===== src/rtl/load_store_unit_if.sv =====
// Data-memory request/ready bus between the load/store unit and a wait-stated memory.
// No storage, so the bus adds no latency.
// Backpressure: the memory holds mem_ready low to stretch a request, and the master holds its fields stable meanwhile.
interface load_store_unit_if;
    logic        mem_req;
    logic        mem_we;
    logic [31:0] mem_addr;
    logic [3:0]  mem_be;
    logic [31:0] mem_wdata;
    logic        mem_ready;
    logic [31:0] mem_rdata;

    modport master (
        output mem_req, mem_we, mem_addr, mem_be, mem_wdata,
        input  mem_ready, mem_rdata
    );

    modport slave (
        input  mem_req, mem_we, mem_addr, mem_be, mem_wdata,
        output mem_ready, mem_rdata
    );
endinterface


===== src/rtl/load_store_unit.sv =====
// Data-memory access stage: aligns stores onto byte lanes, extends loads, and flags bad or timed-out accesses.
// Latency: 3 cycles per access when memory is ready, plus 1 per wait cycle; 2 cycles for a rejected access.
// Backpressure: Stall holds the core until DONE; requests stay stable until mem_ready and are abandoned after TIMEOUT waits.
module load_store_unit #(
    parameter int unsigned TIMEOUT = 255
) (
    input  logic                     clk,
    input  logic                     reset,
    input  logic                     MemRead,
    input  logic                     MemWrite,
    input  logic [2:0]               DataSrc,
    input  logic [2:0]               StoreFunct3,
    input  logic [31:0]              ALUResult,
    input  logic [31:0]              WriteData,
    output logic                     Stall,
    output logic [31:0]              ReadData,
    output logic                     AccessErr,
    load_store_unit_if.master        mem
);

    // Counter must hold TIMEOUT, but never narrower than a byte.
    localparam int unsigned CNT_W = (TIMEOUT > 255) ? $clog2(TIMEOUT + 1) : 8;
    localparam logic [CNT_W-1:0] TIMEOUT_C = CNT_W'(TIMEOUT);

    typedef enum logic [1:0] {
        S_IDLE = 2'd0,
        S_REQ  = 2'd1,
        S_DONE = 2'd2
    } state_t;

    state_t           state_q,     state_d;
    logic [CNT_W-1:0] cnt_q,       cnt_d;
    logic             err_q,       err_d;
    logic             store_q,     store_d;
    logic [2:0]       ld_type_q,   ld_type_d;
    logic [1:0]       lane_q,      lane_d;
    logic [31:0]      rdata_q,     rdata_d;
    logic             mem_req_q,   mem_req_d;
    logic             mem_we_q,    mem_we_d;
    logic [31:0]      mem_addr_q,  mem_addr_d;
    logic [3:0]       mem_be_q,    mem_be_d;
    logic [31:0]      mem_wdata_q, mem_wdata_d;

    logic             req_any;
    logic [1:0]       req_size;
    logic             req_illegal;
    logic             req_misaligned;
    logic [3:0]       req_be;
    logic [31:0]      req_wdata;
    logic [7:0]       ld_byte;
    logic [15:0]      ld_half;
    logic [31:0]      ld_ext;
    logic [CNT_W-1:0] cnt_inc;

    // Decode the incoming instruction: size, legality, alignment and lane placement.
    always_comb begin
        req_any        = MemRead | MemWrite;
        req_size       = MemWrite ? StoreFunct3[1:0] : DataSrc[1:0];
        req_illegal    = MemWrite ? (StoreFunct3 >= 3'b011)
                                  : ((DataSrc == 3'b011) || (DataSrc[2:1] == 2'b11));
        req_misaligned = 1'b0;
        req_be         = 4'b1111;
        req_wdata      = WriteData;
        case (req_size)
            2'b00: begin
                req_be    = 4'b0001 << ALUResult[1:0];
                req_wdata = {4{WriteData[7:0]}};
            end
            2'b01: begin
                req_misaligned = ALUResult[0];
                req_be         = 4'b0011 << ALUResult[1:0];
                req_wdata      = {2{WriteData[15:0]}};
            end
            2'b10: begin
                req_misaligned = |ALUResult[1:0];
            end
            default: begin
                // Size 11 is always flagged illegal above.
                req_misaligned = 1'b0;
            end
        endcase
    end

    // Pick the addressed byte/halfword out of the returned word and extend it.
    always_comb begin
        ld_byte = mem.mem_rdata[{lane_q, 3'b000} +: 8];
        ld_half = mem.mem_rdata[{lane_q[1], 4'b0000} +: 16];
        case (ld_type_q)
            3'b000:  ld_ext = {{24{ld_byte[7]}}, ld_byte};
            3'b001:  ld_ext = {{16{ld_half[15]}}, ld_half};
            3'b100:  ld_ext = {24'h0, ld_byte};
            3'b101:  ld_ext = {16'h0, ld_half};
            default: ld_ext = mem.mem_rdata;
        endcase
    end

    // Next-state and next-output logic for the IDLE/REQ/DONE sequence.
    always_comb begin
        state_d     = state_q;
        cnt_d       = cnt_q;
        err_d       = err_q;
        store_d     = store_q;
        ld_type_d   = ld_type_q;
        lane_d      = lane_q;
        rdata_d     = rdata_q;
        mem_req_d   = mem_req_q;
        mem_we_d    = mem_we_q;
        mem_addr_d  = mem_addr_q;
        mem_be_d    = mem_be_q;
        mem_wdata_d = mem_wdata_q;
        cnt_inc     = cnt_q + CNT_W'(1);

        case (state_q)
            S_IDLE: begin
                if (req_any) begin
                    // A simultaneous load and store is treated as a store.
                    store_d   = MemWrite;
                    ld_type_d = DataSrc;
                    lane_d    = ALUResult[1:0];
                    rdata_d   = '0;
                    cnt_d     = '0;
                    if (req_illegal || req_misaligned) begin
                        // Rejected before touching memory.
                        err_d   = 1'b1;
                        state_d = S_DONE;
                    end else begin
                        err_d       = 1'b0;
                        state_d     = S_REQ;
                        mem_req_d   = 1'b1;
                        mem_we_d    = MemWrite;
                        mem_addr_d  = {ALUResult[31:2], 2'b00};
                        mem_be_d    = req_be;
                        mem_wdata_d = req_wdata;
                    end
                end
            end
            S_REQ: begin
                if (mem.mem_ready) begin
                    mem_req_d = 1'b0;
                    state_d   = S_DONE;
                    if (!store_q) begin
                        rdata_d = ld_ext;
                    end
                end else begin
                    cnt_d = cnt_inc;
                    if ((TIMEOUT != 0) && (cnt_inc == TIMEOUT_C)) begin
                        // Give up: drop the request and retire with an error.
                        err_d     = 1'b1;
                        mem_req_d = 1'b0;
                        state_d   = S_DONE;
                    end
                end
            end
            S_DONE: begin
                // Instruction retires here; the next one is seen in IDLE.
                state_d = S_IDLE;
                err_d   = 1'b0;
                rdata_d = '0;
            end
            default: begin
                state_d = S_IDLE;
            end
        endcase
    end

    // FSM state and registered bus outputs, with synchronous reset.
    always_ff @(posedge clk) begin
        if (reset) begin
            state_q     <= S_IDLE;
            cnt_q       <= '0;
            err_q       <= 1'b0;
            store_q     <= 1'b0;
            ld_type_q   <= 3'b000;
            lane_q      <= 2'b00;
            rdata_q     <= '0;
            mem_req_q   <= 1'b0;
            mem_we_q    <= 1'b0;
            mem_addr_q  <= '0;
            mem_be_q    <= 4'b0000;
            mem_wdata_q <= '0;
        end else begin
            state_q     <= state_d;
            cnt_q       <= cnt_d;
            err_q       <= err_d;
            store_q     <= store_d;
            ld_type_q   <= ld_type_d;
            lane_q      <= lane_d;
            rdata_q     <= rdata_d;
            mem_req_q   <= mem_req_d;
            mem_we_q    <= mem_we_d;
            mem_addr_q  <= mem_addr_d;
            mem_be_q    <= mem_be_d;
            mem_wdata_q <= mem_wdata_d;
        end
    end

    // Core-facing outputs; Stall covers the decode cycle itself, so it stays combinational.
    always_comb begin
        Stall         = !reset && (((state_q == S_IDLE) && req_any) || (state_q == S_REQ));
        ReadData      = ((state_q == S_DONE) && !err_q) ? rdata_q : 32'h0;
        AccessErr     = (state_q == S_DONE) && err_q;
        mem.mem_req   = mem_req_q;
        mem.mem_we    = mem_we_q;
        mem.mem_addr  = mem_addr_q;
        mem.mem_be    = mem_be_q;
        mem.mem_wdata = mem_wdata_q;
    end

endmodule


===== src/flat_wrapper.sv =====
// flat-port wrapper written by rule: the top's interface ports become plain ports
module load_store_unit_flat 
#(
    parameter int unsigned TIMEOUT = 255
)
  (clk, reset, MemRead, MemWrite, DataSrc, StoreFunct3, ALUResult, WriteData, Stall, ReadData, AccessErr, mem_mem_req, mem_mem_we, mem_mem_addr, mem_mem_be, mem_mem_wdata, mem_mem_ready, mem_mem_rdata);
  load_store_unit_if mem_i ();
  input  logic clk;
  input  logic reset;
  input  logic MemRead;
  input  logic MemWrite;
  input  logic [2:0] DataSrc;
  input  logic [2:0] StoreFunct3;
  input  logic [31:0] ALUResult;
  input  logic [31:0] WriteData;
  output logic Stall;
  output logic [31:0] ReadData;
  output logic AccessErr;
  output wire logic [$bits(mem_i.mem_req)-1:0] mem_mem_req;
  output wire logic [$bits(mem_i.mem_we)-1:0] mem_mem_we;
  output wire logic [$bits(mem_i.mem_addr)-1:0] mem_mem_addr;
  output wire logic [$bits(mem_i.mem_be)-1:0] mem_mem_be;
  output wire logic [$bits(mem_i.mem_wdata)-1:0] mem_mem_wdata;
  input wire logic [$bits(mem_i.mem_ready)-1:0] mem_mem_ready;
  input wire logic [$bits(mem_i.mem_rdata)-1:0] mem_mem_rdata;
  assign mem_mem_req = mem_i.mem_req;
  assign mem_mem_we = mem_i.mem_we;
  assign mem_mem_addr = mem_i.mem_addr;
  assign mem_mem_be = mem_i.mem_be;
  assign mem_mem_wdata = mem_i.mem_wdata;
  assign mem_i.mem_ready = mem_mem_ready;
  assign mem_i.mem_rdata = mem_mem_rdata;
  load_store_unit #(.TIMEOUT(TIMEOUT)) u_core (.clk(clk), .reset(reset), .MemRead(MemRead), .MemWrite(MemWrite), .DataSrc(DataSrc), .StoreFunct3(StoreFunct3), .ALUResult(ALUResult), .WriteData(WriteData), .Stall(Stall), .ReadData(ReadData), .AccessErr(AccessErr), .mem(mem_i));
endmodule

===== config.mk =====
export PLATFORM = sky130hd
export DESIGN_NAME = load_store_unit_flat
export DESIGN_NICKNAME = d
export VERILOG_FILES = /design/src/rtl/load_store_unit_if.sv /design/src/rtl/load_store_unit.sv /design/src/flat_wrapper.sv
export SDC_FILE = /design/constraint.sdc
export NUM_CORES = 1
export LEC_CHECK = 0
export CORE_UTILIZATION = 39
export CTS_CLUSTER_SIZE = 28
export DETAILED_ROUTE_END_ITERATION = 8
export PLACE_DENSITY = 0.72
export SYNTH_ARGS = -nofsm -noshare
export SYNTH_HDL_FRONTEND = slang
export SYNTH_SLANG_ARGS = --single-unit

===== constraint.sdc =====
create_clock -name clk -period 3.3 [get_ports clk]
set_input_delay 0.66 -clock clk [delete_from_list [all_inputs] [get_ports clk]]
set_output_delay 0.66 -clock clk [all_outputs]
set_load 0.01 [all_outputs]

==> results by group, run 1 <==
Power and ir drop
  • Switching power: 1.28 mW
  • Int Power: 3.52 mW
  • Flop pwr share: 34.0%
  • Sw frac: 26.8%
  • Worst IR Drop VDD: 0.305 mV
  • Pwr Density: 568 nW/µm²
  • Clock power share: 42.6%
  • Leak: 3.09 nW
  • Comb power frac: 23.4%

Placement
  • Pre-CTS setup slack: -1.15 ps
  • HPWL Detailed: 11.8 mm
  • Port-buffer cells: 208
  • Final Wtd Congestion: 0.857

Global routing
  • Gr usage total: 23.0%
  • Gr ovfl total: 0
  • Vias in the first global route: 5,181
  • Largest net degree at the start of global routing: 66
  • First-pass GRT wire length: 26.3 mm
  • Initial antenna violation count: 0

Timing
  • Hold slack final: 443 ps
  • Final Cycle Share: 87.6%
  • Max-slew violations: 0
  • Slew @ Worst Pin: 848 ps
  • Worst setup margin: 410 ps
  • Final setup fails: 0
  • Clk_skew: 5.74 ps
  • RSZ-0062 raised after global routing: false
  • Final min period: 2890 ps
  • Relative slew slack: 43.4%
  • Fmax achieved: 346 MHz
  • Final hold vios: 0

Worst setup path
  • Worst EP arrival: 3220 ps
  • Critical path startpoint: MemWrite
  • R2R Path End: u_core.rdata_q[16]
  • CP startpoint kind: input pin
  • Critical path endpoint: u_core.mem.mem_addr[19]
  • Worst reg2reg setup slack: 890 ps
  • WP data required: 3630 ps
  • Worst reg2reg path depth: 7
  • RR Startpoint: u_core.state_q[0]
  • Endpoint type of the worst setup path: flip-flop
  • CP Class: input pin to flip-flop
  • Max FO, Critical Path: 62

Detailed routing
  • DRC violations left: 0
  • WL final: 16.5 mm
  • Initial DRC Count: 349
  • DR vias/cell: 5.11
  • DRT antenna net count: 0
  • Total number of vias: 5,538
  • Met2 WL: 7.64 mm
  • Met3 WL: 1.42 mm
  • Top Metal Used: met4
  • First drt pass iteration count: 4
  • Routed met1 length: 7.13 mm
  • Wirelength per Cell: 15.2 µm

Final layout
  • Antenna diode count: 0
  • Layout area overhead: 52.8%
  • Nets: 1,008
  • Layout cell share with drive strength beyond 1: 7.52%

CTS
  • H-tree levels: 4
  • Setup repair bufs after CTS: 0
  • Clk buf depth: 2
  • Clk sinks: 117
  • Post-CTS Hold Buffers: 0
  • Worst-Skew Late Latency: 410 ps
  • Clock root buffer: clkbuf_16
  • Cts bufs inserted: 17
  • TritonCTS clock tree: built
  • Reg clk slew, reported paths: 50 ps
  • Resized Gates After CTS: 0

Die
  • FP Rows: 43
  • Placeable Area: 13,900 µm²
  • DIE WIDTH: 121 µm
  • Initial Util: 39.9%
  • Die area: 14,700 µm²
  • # IOs: 211
  • Die Span Y: 121 µm

Flow run
  • Max Cap Violations: 0

Synthesis
  • EDFF count, synth: 0
  • Seq/Total Area, Yosys: 42.3%
  • Post-synth ARST share: 0%
  • Cells after Synth: 695
  • YS warnings: 0
  • Post-Syn Area: 5530 µm²
  • Mean post-synth cell area: 7.96 µm²
  • Area leader, netlist: dfxtp_1
  • Yosys top cell area share: 42.3%
  • Synth unique cells: 55
  • Synthesis-stage register bit count: 117
  • Area contributors post-synth: dfxtp_1 (42%), nand2_1 (9.3%), a21oi_1 (7.6%)
  • Main synth FF type: dfxtp_1

Status
  • Status: complete, no violations

Worst hold path
  • Min-delay worst type: flip-flop to flip-flop
[worst max-delay path, stage by stage]
cell	delay (ps)
clkdlybuf4s50_1	560
mux2i_1	310
inv_1	80
ha_1	220
o211ai_1	180
o211ai_1	120
buf_4	160
nor3_2	220
buf_12	290
buf_12	190
nand2_1	60
a21oi_1	130
[registers in the layout, indices dropped and copies added, names as in the netlist]
signal and cells:
u_core.rdata_q 32, u_core.mem.mem_be 4, u_core.lane_q 2, u_core.err_q 1, u_core.mem.mem_wdata 32, u_core.mem.mem_we 1
u_core.store_q 1, u_core.mem.mem_addr 30, u_core.state_q 2, u_core.ld_type_q 3, u_core.cnt_q 8, u_core.mem.mem_req 1
[kinds of logic after synthesis]
group                      after synthesis  share of synthesized area, %
buffers and inverters                   65                          5.36
xor gates and xnor gates                 2                         0.317
other                                    1                        0.0678
and+or+nand+nor                        296                          24.7
DFF                                    117                          42.3
muxes                                   18                          3.53
AOI/OAI and AO/OA                      187                          21.7
adders and majority gates                9                          2.03
[cells in the mapped netlist, drive strengths merged, types with 4 or more instances]
library cell	n
mux2i	15
nor3	24
dfxtp	117
nand3	6
and2	34
or3	4
a311oi	12
clkbuf	27
o221ai	7
nand2b	6
a21oi	85
nand2	137
nor2b	21
o21ai	32
a22o	8
a211oi	24
ha	9
inv	13
buf	23
nor2	57
[cell usage in the layout (no fill, tap or decap), types with 4 or more instances in the layout]
cell             instances
clkbuf_8                 4
dfxtp_1                117
ha_1                     9
and2_1                  34
a311oi_1                12
bufinv_16                5
nand2_1                137
nand2b_1                 5
mux2i_1                 15
nor2_1                  57
nor3_1                  23
o21ai_0                 30
clkbuf_16               17
a21oi_1                 84
clkdlybuf4s50_1        207
nand3_1                  5
o221ai_1                 7
a22o_1                   8
a211oi_1                23
buf_12                   4
inv_1                   13
buf_4                   16
nor2b_1                 21
[final cells by class]
cell class / count / area [µm²]
tap: 180 / 225
fill: 1262 / 5420
sequential: 117 / 2340
timing repair buffer: 227 / 2270
inverter: 15 / 56.3
clock buffer: 22 / 484
clock inverter: 9 / 173
multi-input combinational: 514 / 2900
[metal layers]
metal  vias up  GRT usage (%)
li1       2797              -
met1      2514           27.7
met2       205           37.4
met3        22           8.46
met4         0           8.56
met5         -              0
[worst min-delay path by stage]
| stage | start | to | slack (ps) | cells past startpoint |
|---|---|---|---|---|
| after floorplan | u_core.rdata_q[10] | u_core.rdata_q[10] | 420 | 2 |
| after global placement | u_core.rdata_q[19] | u_core.rdata_q[19] | 420 | 2 |
| after detailed placement | u_core.rdata_q[29] | u_core.rdata_q[29] | 430 | 2 |
| after CTS | u_core.rdata_q[27] | u_core.rdata_q[27] | 450 | 2 |
| after global routing | u_core.rdata_q[10] | u_core.rdata_q[10] | 460 | 2 |
| final | u_core.rdata_q[19] | u_core.rdata_q[19] | 440 | 2 |
[per-stage QoR]
stage | area (µm²) | total power, mW | utilization (%) | instances | setup TNS, ps
after global routing | 8460 | 5.03 | 60.9 | 1084 | 0
after CTS | 8460 | 4.84 | 60.9 | 1084 | 0
after global placement | 7800 | 2.77 | 56.2 | 1053 | 0
final | 8460 | 4.80 | 60.9 | 1084 | 0
after detailed placement | 7800 | 2.78 | 56.2 | 1053 | -1.78
after floorplan | 5540 | 2.24 | - | 696 | 0
[power groups by stage]
stage | Clock (mW) | Sequential, mW | Combinational (mW)
6_report | 2.04 | 1.63 | 1.13
5_1_grt | 2.15 | 1.65 | 1.23
4_1_cts | 2.07 | 1.63 | 1.13
3_5_place_dp | 0 | 1.66 | 1.12
3_3_place_gp | 0 | 1.66 | 1.12
2_1_floorplan | 0 | 1.68 | 0.555
No activity file was read; power rests on OpenSTA's default activity.
==> inputs of run 2 (changes only) <==
--- a/config.mk
+++ b/config.mk
@@ -5,10 +5,9 @@
 export SDC_FILE = /design/constraint.sdc
 export NUM_CORES = 1
 export LEC_CHECK = 0
-export CORE_UTILIZATION = 39
+export CORE_UTILIZATION = 25
 export CTS_CLUSTER_SIZE = 28
 export DETAILED_ROUTE_END_ITERATION = 8
-export PLACE_DENSITY = 0.72
 export SYNTH_ARGS = -nofsm -noshare
 export SYNTH_HDL_FRONTEND = slang
 export SYNTH_SLANG_ARGS = --single-unit
==> run 2 against run 1 <==
  * Sequential power hardly changed
  * Count of clock-buffer cells in the layout decreased by 3
  * Combinational power about the same
  * Routed wire length grew 9.0%
  * Via count is 0.79% higher
  * Non-clock buffer count increased by 6
  * Power decreased by 1.6%
  * Sequential share of layout area decreased by 0.41 points
  * Core utilization decreased by 21 points
==> results by group, run 2 (synthesis gave the netlist of run 1 again) <==
Status
  • Status: complete, no violations (unchanged)

Die
  • Initial Util: 25.4% (was 39.9%)
  • Die area: 22,700 µm² (was 14,700 µm²)
  • Die Span Y: 151 µm (was 121 µm)
  • # IOs: 211 (unchanged)
  • FP Rows: 54 (was 43)
  • DIE WIDTH: 151 µm (was 121 µm)
  • Placeable Area: 21,800 µm² (was 13,900 µm²)

Timing
  • Final hold vios: 0 (unchanged)
  • Relative slew slack: 48.1% (was 43.4%)
  • Clk_skew: 7.96 ps (was 5.74 ps)
  • Fmax achieved: 342 MHz (was 346 MHz)
  • Final Cycle Share: 88.6% (was 87.6%)
  • Slew @ Worst Pin: 778 ps (was 848 ps)
  • Max-slew violations: 0 (unchanged)
  • Hold slack final: 443 ps (about the same)
  • Fin Setup TNS: 0 ps (unchanged)
  • Final setup fails: 0 (unchanged)
  • RSZ-0062 raised after global routing: false (unchanged)
  • Final min period: 2930 ps (was 2890 ps)

CTS
  • Setup repair bufs after CTS: 0 (unchanged)
  • Post-CTS Hold Buffers: 0 (unchanged)
  • H-tree levels: 4 (unchanged)
  • Reg clk slew, reported paths: 50 ps (about the same)
  • Clock root buffer: clkbuf_16 (unchanged)
  • Cts bufs inserted: 17 (unchanged)
  • Resized Gates After CTS: 0 (unchanged)
  • TritonCTS clock tree: built (unchanged)
  • Worst-Skew Late Latency: 420 ps (was 410 ps)
  • Clk sinks: 117 (unchanged)
  • Clk buf depth: 2 (unchanged)

Global routing
  • Vias in the first global route: 5,294 (was 5,181)
  • Largest net degree at the start of global routing: 64 (was 66)
  • Gr ovfl total: 0 (unchanged)
  • First-pass GRT wire length: 27.6 mm (was 26.3 mm)
  • Gr usage total: 15.7% (was 23.0%)
  • Initial antenna violation count: 0 (unchanged)

Worst setup path
  • Critical path cell sequence: clkdlybuf4s50_1, mux2i_1, inv_1, ha_1, o211ai_1, o211ai_1, or3_2, buf_4, nand2_1, a21oi_1 (was clkdlybuf4s50_1, mux2i_1, inv_1, ha_1, o211ai_1, o211ai_1, buf_4, nor3_2, buf_12, buf_12, nand2_1, a21oi_1)
  • Worst EP arrival: 3190 ps (was 3220 ps)
  • Endpoint type of the worst setup path: flip-flop (unchanged)
  • Max FO, Critical Path: 15 (was 62)
  • WP data required: 3560 ps (was 3630 ps)
  • Critical path's slowest cell: or3_2 (was clkdlybuf4s50_1)
  • Most used cell, CP: o211ai_1
  • Max incr delay on CP: 690 ps (was 560 ps)
  • Worst reg2reg path depth: 7 (unchanged)
  • CP startpoint kind: input pin (unchanged)
  • CP Class: input pin to flip-flop (unchanged)

Placement
  • Area post-placement: 7960 µm² (was 7800 µm²)
  • HPWL Detailed: 13.2 mm (was 11.8 mm)
  • Placed cells: 1,159 (was 1,053)
  • Final Wtd Congestion: 0.825 (was 0.857)
  • Port-buffer cells: 208 (unchanged)

Power and ir drop
  • Worst IR Drop VDD: 0.292 mV (was 0.305 mV)
  • Clock power share: 41.2% (was 42.6%)
  • Leak: 3.09 nW (about the same)
  • Flop pwr share: 34.6% (was 34.0%)
  • Sw frac: 29.1% (was 26.8%)
  • Pwr Density: 550 nW/µm² (was 568 nW/µm²)
  • Switching power: 1.37 mW (was 1.28 mW)
  • Int Power: 3.35 mW (was 3.52 mW)
  • Comb power frac: 24.2% (was 23.4%)

Detailed routing
  • First drt pass iteration count: 5 (was 4)
  • DRT antenna net count: 0 (unchanged)
  • DRC violations left: 0 (unchanged)
  • Initial DRC Count: 223 (was 349)
  • DR vias/cell: 4.69 (was 5.11)
  • Total number of vias: 5,582 (was 5,538)
  • Wirelength per Cell: 15.1 µm (was 15.2 µm)
  • WL final: 17.9 mm (was 16.5 mm)

Worst hold path
  • Min-delay worst type: flip-flop to flip-flop (unchanged)
  • Hold Path Depth: 2 (unchanged)

Final layout
  • Most common cell after layout, fill and taps aside: clkdlybuf4s50_1 (unchanged)
  • Fin cells: 1,191 (was 1,084)
  • Most frequent cells in the layout: clkdlybuf4s50_1 (207), nand2_1 (137), dfxtp_1 (117) (unchanged)
  • Layout cell share with drive strength beyond 1: 8.45% (was 7.52%)
  • Antenna diode count: 0 (unchanged)
  • Nets: 1,014 (was 1,008)
  • Final instance area: 8580 µm² (was 8460 µm²)
  • Layout area overhead: 55.1% (was 52.8%)

Flow run
  • Max Cap Violations: 0 (unchanged)
run 2: cell types whose count changed in the layout (fill, tap and decap cells not counted), sizes merged:
cell      delta
bufinv       -2
clkbuf       -3
clkinvlp     +1
buf          +6
clkinv       +1
inv          +4
run 2: critical path: cells and delay by family:
kind                     cells  cell delay (ps)
buffers and inverters        3              900
adder cells (fa/ha/maj)      1              220
AND/OR/NAND/NOR              2              770
multiplexers                 1              270
AO/OA/AOI/OAI                3              370
run 2: final cells by class:
class / count / area, µm²
fillers: 2230 / 13200
multi-input cells: 514 / 2910
flip-flops and latches: 117 / 2340
repair buffers: 233 / 2300
clock buffers: 19 / 453
well taps: 280 / 350
clock inverters: 13 / 171
inverters: 15 / 56.3
run 2: metal layers:
metal  wire (µm)  vias to the layer above  track usage, %  part of all wire [%]
met3        1400                       26            5.09                   7.8
met1        8010                     2546            19.4                    45
met4         422                        0            6.10                   2.4
met2        8110                      212            25.2                    45
li1            -                     2798               -                     -
met5           0                        -               0                     0
run 2: metrics by stage:
stage	power (mW)	worst slack [ps]	utilization (%)
2_1_floorplan	2.24	456	-
3_3_place_gp	2.80	36.9	36.6
3_5_place_dp	2.81	-74.9	36.6
4_1_cts	4.78	331	39.5
5_1_grt	4.95	227	39.5
6_report	4.72	375	39.5
run 2: final timing paths:
kind                            from                       to  slack, ps
setup reg to reg   u_core.state_q[0]       u_core.rdata_q[29]        870
setup / recovery            MemWrite  u_core.mem.mem_wdata[1]        370
hold / removal    u_core.rdata_q[13]       u_core.rdata_q[13]        440
hold reg to reg   u_core.rdata_q[13]       u_core.rdata_q[13]        440
run 2: power groups by stage:
stage	combinational (mW)	sequential, mW	clock (mW)
after floorplan	0.555	1.68	0
after global placement	1.14	1.66	0
after detailed placement	1.15	1.66	0
after CTS	1.15	1.63	1.99
after global routing	1.25	1.65	2.05
final	1.14	1.63	1.95
==> inputs of run 3 (changes only) <==
--- a/config.mk
+++ b/config.mk
@@ -5,6 +5,7 @@
 export SDC_FILE = /design/constraint.sdc
 export NUM_CORES = 1
 export LEC_CHECK = 0
+export CORE_MARGIN = 4
 export CORE_UTILIZATION = 25
 export CTS_CLUSTER_SIZE = 28
 export DETAILED_ROUTE_END_ITERATION = 8
==> run 3 against run 2 <==
  * Combinational power barely moved
  * Count of clock-buffer cells in the layout rose by 2
  * Via count fell by 0.59%
  * Cell count did not move
  * Sequential cell count did not move
  * Global-route usage fell by 0.94 points
  * Die area rose by 8.1%
  * Routed wire length rose by 4.0%
  * Sequential share of layout area fell by 0.13 points
  * Critical path depth fell by 4
  * Fmax rose by 1.3%
  * Largest cell class unchanged
  * Largest power group unchanged
==> results by group, run 3 (synthesis gave the netlist of run 1 again) <==
Status
  • Status: complete, no violations (unchanged)

Die
  • Die area: 24,600 µm² (was 22,700 µm²)
  • Placeable Area: 21,800 µm² (about the same)
  • FP Rows: 54 (unchanged)
  • # IOs: 211 (unchanged)
  • DIE WIDTH: 157 µm (was 151 µm)
  • Die Span Y: 157 µm (was 151 µm)
  • Initial Util: 25.4% (about the same)

Power and ir drop
  • Pwr Density: 558 nW/µm² (was 550 nW/µm²)
  • Worst IR Drop VDD: 0.284 mV (was 0.292 mV)
  • Leak: 3.10 nW (was 3.09 nW)
  • Total power: 4.81 mW (was 4.72 mW)

Detailed routing
  • WL final: 18.7 mm (was 17.9 mm)
  • DRC violations left: 0 (unchanged)
  • Wirelength per Cell: 15.7 µm (was 15.1 µm)
  • First drt pass iteration count: 4 (was 5)
  • Total number of vias: 5,549 (was 5,582)
  • DRT antenna net count: 0 (unchanged)
  • DR vias/cell: 4.66 (was 4.69)
  • Initial DRC Count: 249 (was 223)

Timing
  • RSZ-0062 raised after global routing: false (unchanged)
  • Relative slew slack: 47.6% (was 48.1%)
  • Max-slew violations: 0 (unchanged)
  • Final hold vios: 0 (unchanged)
  • Final Cycle Share: 87.5% (was 88.6%)
  • Clk_skew: 7.68 ps (was 7.96 ps)
  • Final min period: 2890 ps (was 2930 ps)
  • Fmax achieved: 346 MHz (was 342 MHz)
  • Final setup fails: 0 (unchanged)
  • Fin Setup TNS: 0 ps (unchanged)
  • Slew @ Worst Pin: 784 ps (was 778 ps)

Worst setup path
  • CP Class: flip-flop to output port (was input pin to flip-flop)
  • Worst reg2reg path depth: 7 (unchanged)
  • Max FO, Critical Path: 32 (was 15)
  • Endpoint type of the worst setup path: output port (was flip-flop)
  • Worst reg2reg setup slack: 870 ps (about the same)
  • WP data required: 2640 ps (was 3560 ps)
  • R2R Path End: u_core.rdata_q[24] (was u_core.rdata_q[29])
  • CP startpoint kind: flip-flop (was input pin)
  • RR Startpoint: u_core.state_q[0] (unchanged)
  • Worst EP arrival: 2230 ps (was 3190 ps)

CTS
  • Worst-Skew Late Latency: 410 ps (was 420 ps)
  • Clock root buffer: clkbuf_16 (unchanged)
  • H-tree levels: 4 (unchanged)
  • Setup repair bufs after CTS: 0 (unchanged)
  • Resized Gates After CTS: 0 (unchanged)
  • Clk buf depth: 2 (unchanged)
  • Reg clk slew, reported paths: 60 ps (was 50 ps)
  • Clk sinks: 117 (unchanged)
  • Post-CTS Hold Buffers: 0 (unchanged)
  • Cts bufs inserted: 17 (unchanged)
  • TritonCTS clock tree: built (unchanged)

Global routing
  • First-pass GRT wire length: 28.7 mm (was 27.6 mm)
  • Largest net degree at the start of global routing: 61 (was 64)
  • Vias in the first global route: 5,327 (was 5,294)
  • Initial antenna violation count: 0 (unchanged)
  • Gr ovfl total: 0 (unchanged)
  • Gr usage total: 14.8% (was 15.7%)

Final layout
  • Layout cell share with drive strength beyond 1: 8.45% (unchanged)
  • Most frequent cells in the layout: clkdlybuf4s50_1 (207), nand2_1 (137), dfxtp_1 (117) (unchanged)
  • Nets: 1,014 (unchanged)
  • Most common cell after layout, fill and taps aside: clkdlybuf4s50_1 (unchanged)
  • Post-layout util: 39.5% (about the same)
  • Layout area overhead: 55.8% (was 55.1%)
  • Antenna diode count: 0 (unchanged)

Worst hold path
  • Hold Path Depth: 2 (unchanged)
  • Hold Path End: u_core.rdata_q[30] (was u_core.rdata_q[13])
  • Hold Startpoint: u_core.rdata_q[30] (was u_core.rdata_q[13])
  • Min-delay worst type: flip-flop to flip-flop (unchanged)

Placement
  • HPWL Detailed: 13.8 mm (was 13.2 mm)
  • Port-buffer cells: 208 (unchanged)
  • Final Wtd Congestion: 0.827 (was 0.825)

Flow run
  • Max Cap Violations: 0 (unchanged)
[run 3: layout make-up]
class | count | area [µm²]
Inverter | 15 | 56.3
Sequential cell | 117 | 2340
Timing Repair Buffer | 233 | 2320
Tap cell | 280 | 350
Clock buffer | 21 | 480
Fill cell | 2188 | 13200
Multi-Input combinational cell | 514 | 2910
Clock inverter | 11 | 173
[run 3: worst max path at each step]
stage | from | end | slack, ps | cells past startpoint
global route | u_core.state_q[0] | ReadData[6] | 240 | 6
detailed placement | MemWrite | u_core.mem.mem_wdata[24] | 80 | 13
global placement | MemWrite | u_core.mem.mem_wdata[6] | 150 | 11
CTS | u_core.state_q[0] | ReadData[6] | 360 | 6
floorplan | MemWrite | u_core.mem.mem_we | 460 | 12
finish | u_core.state_q[0] | ReadData[6] | 410 | 6
[run 3: power breakdown]
| group | switching (mW) | total (mW) | leakage (nW) | internal [mW] |
|---|---|---|---|---|
| Combinational | 0.583 | 1.16 | 1.84 | 0.574 |
| Sequential | 0.0864 | 1.63 | 0.955 | 1.54 |
| Clock | 0.682 | 2.03 | 0.308 | 1.34 |
[run 3: layer usage]
layer / wire, µm / vias to the layer above / track usage (%)
met5: 0 / - / 0
met4: 227 / 0 / 4.38
met3: 1610 / 17 / 5.56
met2: 8580 / 180 / 23.6
met1: 8250 / 2549 / 18.6
li1: - / 2803 / -
[run 3: stage by stage]
| stage | setup slack, ps | hold slack (ps) | area [µm²] | cells |
|---|---|---|---|---|
| finish | 411 | 441 | 8620 | 1191 |
| floorplan | 456 | 417 | 5540 | 696 |
| global route | 245 | 463 | 8620 | 1191 |
| global placement | 148 | 425 | 7970 | 1159 |
| CTS | 359 | 446 | 8620 | 1191 |
| detailed placement | 81.0 | 437 | 7970 | 1159 |
[run 3: critical path, stage by stage (launching register included)]
cell and delay (ps):
dfxtp_1 350, inv_1 120, ha_1 170, nor2b_1 130, buf_4 290, and2_1 180
clkdlybuf4s50_1 570
